<file path="src/rtl/ft_fifo_rr_arb.sv">
// ft_fifo_rr_arb
// Round-robin scheduler that shares one downstream consumer among NUM_REQ
// flow-through FIFO heads. A requester is granted from IDLE, drained
// beat-by-beat into a registered output stage, and released at
// end-of-packet or after MAX_BURST pops. Each release costs one IDLE cycle.
//
// Ports
//   clk, rst         clock, asynchronous active-high reset
//   sync_rst_n       synchronous active-low clear (same effect as rst)
//   req_valid[i]     FIFO i head valid
//   req_data         FIFO i head data at [i*DATA_WIDTH +: DATA_WIDTH]
//   req_last[i]      FIFO i head beat is end-of-packet
//   req_pop[i]       pop strobe to FIFO i (one-hot or zero, combinational)
//   out_valid/out_data/out_last/out_src   registered output beat
//   out_ready        consumer accepts when out_valid && out_ready
//   busy             a grant is active
module ft_fifo_rr_arb #(
  parameter int NUM_REQ    = 4,
  parameter int DATA_WIDTH = 32,
  parameter int MAX_BURST  = 16
) (
  input  logic                          clk,
  input  logic                          rst,
  input  logic                          sync_rst_n,
  input  logic [NUM_REQ-1:0]            req_valid,
  input  logic [NUM_REQ*DATA_WIDTH-1:0] req_data,
  input  logic [NUM_REQ-1:0]            req_last,
  output logic [NUM_REQ-1:0]            req_pop,
  output logic                          out_valid,
  output logic [DATA_WIDTH-1:0]         out_data,
  output logic                          out_last,
  output logic [$clog2(NUM_REQ)-1:0]    out_src,
  input  logic                          out_ready,
  output logic                          busy
);

  localparam int IDX_W = $clog2(NUM_REQ);
  localparam int CNT_W = $clog2(MAX_BURST) + 1;
  localparam logic [CNT_W-1:0] CAP = CNT_W'(MAX_BURST - 1);

  typedef enum logic {IDLE, GRANT} state_t;

  state_t                state;
  state_t                state_nxt;
  logic [IDX_W-1:0]      rr_ptr;
  logic [IDX_W-1:0]      gnt_idx;
  logic [IDX_W-1:0]      winner;
  logic [IDX_W-1:0]      cand;
  logic                  found;
  logic [CNT_W-1:0]      beat_cnt;
  logic                  pop;
  logic                  release_gnt;
  logic                  in_reset;
  logic [DATA_WIDTH-1:0] gnt_data;

  assign in_reset = rst | ~sync_rst_n;
  assign busy     = (state == GRANT);
  assign gnt_data = req_data[int'(gnt_idx)*DATA_WIDTH +: DATA_WIDTH];

  // Search upward from rr_ptr+1 with wrap. The loop runs from the farthest
  // offset down to the nearest so the nearest valid requester is written last.
  always_comb begin
    winner = '0;
    cand   = '0;
    found  = 1'b0;
    for (int k = NUM_REQ; k >= 1; k--) begin
      cand = IDX_W'((int'(rr_ptr) + k) % NUM_REQ);
      if (req_valid[cand]) begin
        winner = cand;
        found  = 1'b1;
      end
    end
  end

  // Pop is combinational from the granted head; it is suppressed while any
  // reset is active so a FIFO never loses a beat the register will discard.
  always_comb begin
    pop         = (state == GRANT) && req_valid[gnt_idx] &&
                  (!out_valid || out_ready) && !in_reset;
    release_gnt = pop && (req_last[gnt_idx] || (beat_cnt == CAP));
    req_pop     = '0;
    if (pop) req_pop[gnt_idx] = 1'b1;
    state_nxt = state;
    case (state)
      IDLE:    if (found) state_nxt = GRANT;
      GRANT:   if (release_gnt) state_nxt = IDLE;
      default: state_nxt = IDLE;
    endcase
  end

  always_ff @(posedge clk or posedge rst) begin
    if (rst) begin
      state     <= IDLE;
      rr_ptr    <= IDX_W'(NUM_REQ - 1);
      gnt_idx   <= '0;
      beat_cnt  <= '0;
      out_valid <= 1'b0;
      out_data  <= '0;
      out_last  <= 1'b0;
      out_src   <= '0;
    end else if (!sync_rst_n) begin
      state     <= IDLE;
      rr_ptr    <= IDX_W'(NUM_REQ - 1);
      gnt_idx   <= '0;
      beat_cnt  <= '0;
      out_valid <= 1'b0;
      out_data  <= '0;
      out_last  <= 1'b0;
      out_src   <= '0;
    end else begin
      state <= state_nxt;
      if (state == IDLE && found) begin
        gnt_idx  <= winner;
        beat_cnt <= '0;
      end
      if (pop) beat_cnt <= beat_cnt + 1'b1;
      // rr_ptr only moves on release, so a split packet's source drops to
      // lowest priority behind everyone else that is waiting.
      if (release_gnt) rr_ptr <= gnt_idx;
      // A reload takes priority over the accept-clear, keeping out_valid
      // high when the old beat leaves on the same edge a new one arrives.
      if (pop) begin
        out_valid <= 1'b1;
        out_data  <= gnt_data;
        out_last  <= req_last[gnt_idx];
        out_src   <= gnt_idx;
      end else if (out_ready) begin
        out_valid <= 1'b0;
      end
    end
  end

endmodule

</file>
<file path="config.mk">
export PLATFORM = sky130hd
export DESIGN_NAME = ft_fifo_rr_arb
export DESIGN_NICKNAME = d
export VERILOG_FILES = /design/src/rtl/ft_fifo_rr_arb.sv
export SDC_FILE = /design/constraint.sdc
export NUM_CORES = 1
export LEC_CHECK = 0
export ABC_AREA = 1
export BUFFER_PORTS_ARGS = -buffer_cell sky130_fd_sc_hd__buf_2
export CORE_ASPECT_RATIO = 2
export CORE_MARGIN = 1.5
export CORE_UTILIZATION = 44
export DETAILED_ROUTE_END_ITERATION = 7
export PLACE_DENSITY = 0.81
export SETUP_SLACK_MARGIN = 0.4
export SLEW_MARGIN = 20
export SYNTH_ARGS = -nofsm -noshare
export SYNTH_HDL_FRONTEND = slang
export SYNTH_SLANG_ARGS = --single-unit
export TNS_END_PERCENT = 50
</file>
<file path="constraint.sdc">
create_clock -name clk -period 2.05 [get_ports clk]
set_clock_uncertainty 0.05 [all_clocks]
set_input_delay 0.1025 -clock clk [delete_from_list [all_inputs] [get_ports clk]]
set_output_delay 0.1025 -clock clk [all_outputs]
set_load 0.01 [all_outputs]
</file>
==> flow_summary.yaml <==
critical_path:
  critPathKind: "register to output pin"
  critPathRequiredTime_ps: 1900
  cp_cell_sequence: "nor2_2 -> nand2_1 -> nand2_2 -> o21bai_4 -> buf_12 -> nor3_4 -> buf_2"
  cpMaxStageDelayCell: "dfrtp_2"
  slowest_delay_ps: 500
  crit_path_max_fanout: 7
  crit_path_end_kind: "output pin"
  cp.arrival_ps: 1740
  critPathLaunchType: "register"
finish:
  fin_nets: 766
  diodes: 0
  area_growth_pct: 54.3
  instances_no_fill: 711
  final_common_cell: "buf_2"
  drive_above_1_share: 0.429
  final_cell_mix: "buf_2, nand2_1, nand3_1"
clocking:
  root_buffer: "clkbuf_16"
  cts_tree: "built"
  clk_latency_ps: 280
  cts.sinks: 46
  clock_tree.buffer_depth: 2
  clk_pin_slew_worst_paths_ps: 60
  cts_buffers: 5
  ctsHtreeMaxLevel: 2
die:
  die_y_um: 118
  ios: 181
  fp.coreArea_mm2: 0.00636
  row_count: 41
  die_x_um: 60.7
  die_area_mm2: 0.00718
  start_util: 0.460
detailed_routing:
  avgViaCountPerCell: 5.47
  drt_pass1_iterations: 5
  detail-route-antenna-nets: 0
  wl_per_cell_um: 17.1
  wl_um: 12200
  drt_iter0_drc: 287
  route.vias.total: 3887
  drcViolationCount: 0
yosys:
  synth.area.top_cells: "dfrtp_1, nand2_1, nand3_1"
  synth-async-reset-ratio: 1.00
  synth_edf_count: 0
  yosys.area.top_type: "dfrtp_1"
  ys_warn_count: 0
  yosys_register_bits: 46
  ys.flop_type: "dfrtp_1"
  synthDistinctLibCells: 24
  syn-num-nets: 574
  ys_seq_area_frac: 0.394
  syn_area_mm2: 0.00293
  avgSynthCellArea_um2: 6.77
  synth_top_area_frac: 0.376
  syn_inst: 432
place:
  dp_hpwl_um: 7590
  post-place-cells: 679
  io_buffers: 180
  gp_congestion: 0.952
global_routing:
  grt_pass1_wl_um: 17500
  grt_max_degree: 47
  grt_pass1_vias: 3737
  gr-total-overflow: 0
  antenna_found_initial: 0
  grt_use_total: 0.324
timing:
  fin_crit_ps: 1900
  rsz0062_at_grt: "yes"
  drv_slew: 0
  fmax_mhz: 527
  finalHoldWorstSlack_ps: 77.4
  worstMarginPinSlew_ps: 581
  finalHoldViolations: 0
  fin_crit_sh: 0.925
  finalSetupViolCount: 0
  maxSlewHeadroom: 0.612
  fin_tns_setup_ps: 0
pwr:
  powerDensity_mw_per_mm2: 615
  vdd_drop_max_mv: 0.355
  p_leak_nw: 2.60
hold_path:
  hold_path_class: "input port to register"
outcome:
  status: "finished clean"
job:
  drv_cap: 0
==> critical path, delay by kind of cell (launching register included) <==
kind	cells	cell delay [ps]
AND/OR/NAND/NOR	4	530
flip-flops	1	500
buffers and inverters	2	320
AO/OA/AOI/OAI	1	90
==> Yosys cell counts, types with 4 or more instances <==
cell / number
nand2_1: 194
nand3_1: 75
dfrtp_1: 44
a22oi_1: 34
inv_1: 17
clkbuf_1: 15
buf_2: 9
nor2_1: 9
o21ai_0: 5
inv_2: 4
==> flip-flops by register name, indices dropped and copies added (netlist names) <==
signal and count:
beat_cnt 5, busy 1, gnt_idx 2, out_data 32, out_last 1, out_src 2, out_valid 1, rr_ptr 2
==> cell families after synthesis <==
family	share of synthesized area
adders and majority gates	0.00855
xor gates and xnor gates	0.00299
and+or+nand+nor	0.416
buffers and inverters	0.0693
AOI/OAI and AO/OA	0.109
DFF	0.394
==> report_power, final <==
part / switching (W) / leakage, nW / internal [W] / total, W
Clock: 0.000339 / 0.0729 / 0.000483 / 0.000822
Sequential: 0.0000561 / 0.624 / 0.000968 / 0.00102
Combinational: 0.000530 / 1.90 / 0.000402 / 0.000932
==> metrics by stage <==
stage / utilization / cell area, um2 / power (W) / worst slack (ps)
6_report: 0.709 / 4510 / 0.00278 / 154
3_3_place_gp: 0.610 / 3880 / 0.00175 / 164
2_1_floorplan: - / 2940 / 0.00146 / 390
4_1_cts: 0.666 / 4240 / 0.00265 / 295
3_5_place_dp: 0.610 / 3880 / 0.00177 / 93.8
5_1_grt: 0.709 / 4510 / 0.00292 / 24.6
==> final cells by class <==
class                      count  area, um2
sequential                    46       1160
clock buffer                   6        139
multi-input combinational    338       1740
timing repair buffer         212       1270
fill                         570       1850
inverter                      21       95.1
clock inverter                 2       12.5
tap                           86        108
==> repair_timing <==
action,in CTS,in global routing
pin swaps,4,11
buffers inserted,11,10
hold buffers,1,0
endpoints found under the hold margin,44,0
gates cloned,1,1
resized for setup,22,43
setup endpoints to repair,48,50
==> layer usage <==
metal  part of all wire  wire length (um)  vias up  track usage
li1                   -                 -     1806            -
met1               0.33              3960     1805        0.351
met2               0.55              6650      221        0.576
met3              0.071               859       55       0.0569
met4              0.057               690        0        0.145
met5                  0                 0        -            0
==> path summary, 6_finish.rpt <==
kind / slack (ps) / cells after the start / from / to
max: 150 / 7 / gnt_idx[1] / req_pop[1]
min: 80 / 5 / req_data[112] / out_data[16]
max reg2reg: 200 / 10 / gnt_idx[1] / out_src[1]
min reg2reg: 430 / 2 / beat_cnt[4] / beat_cnt[4]
max in group asynchronous: 1030 / 4 / rst / gnt_idx[0]
min in group asynchronous: 490 / 4 / rst / out_src[1]
Note: power is estimated with default switching activity, not from simulation.
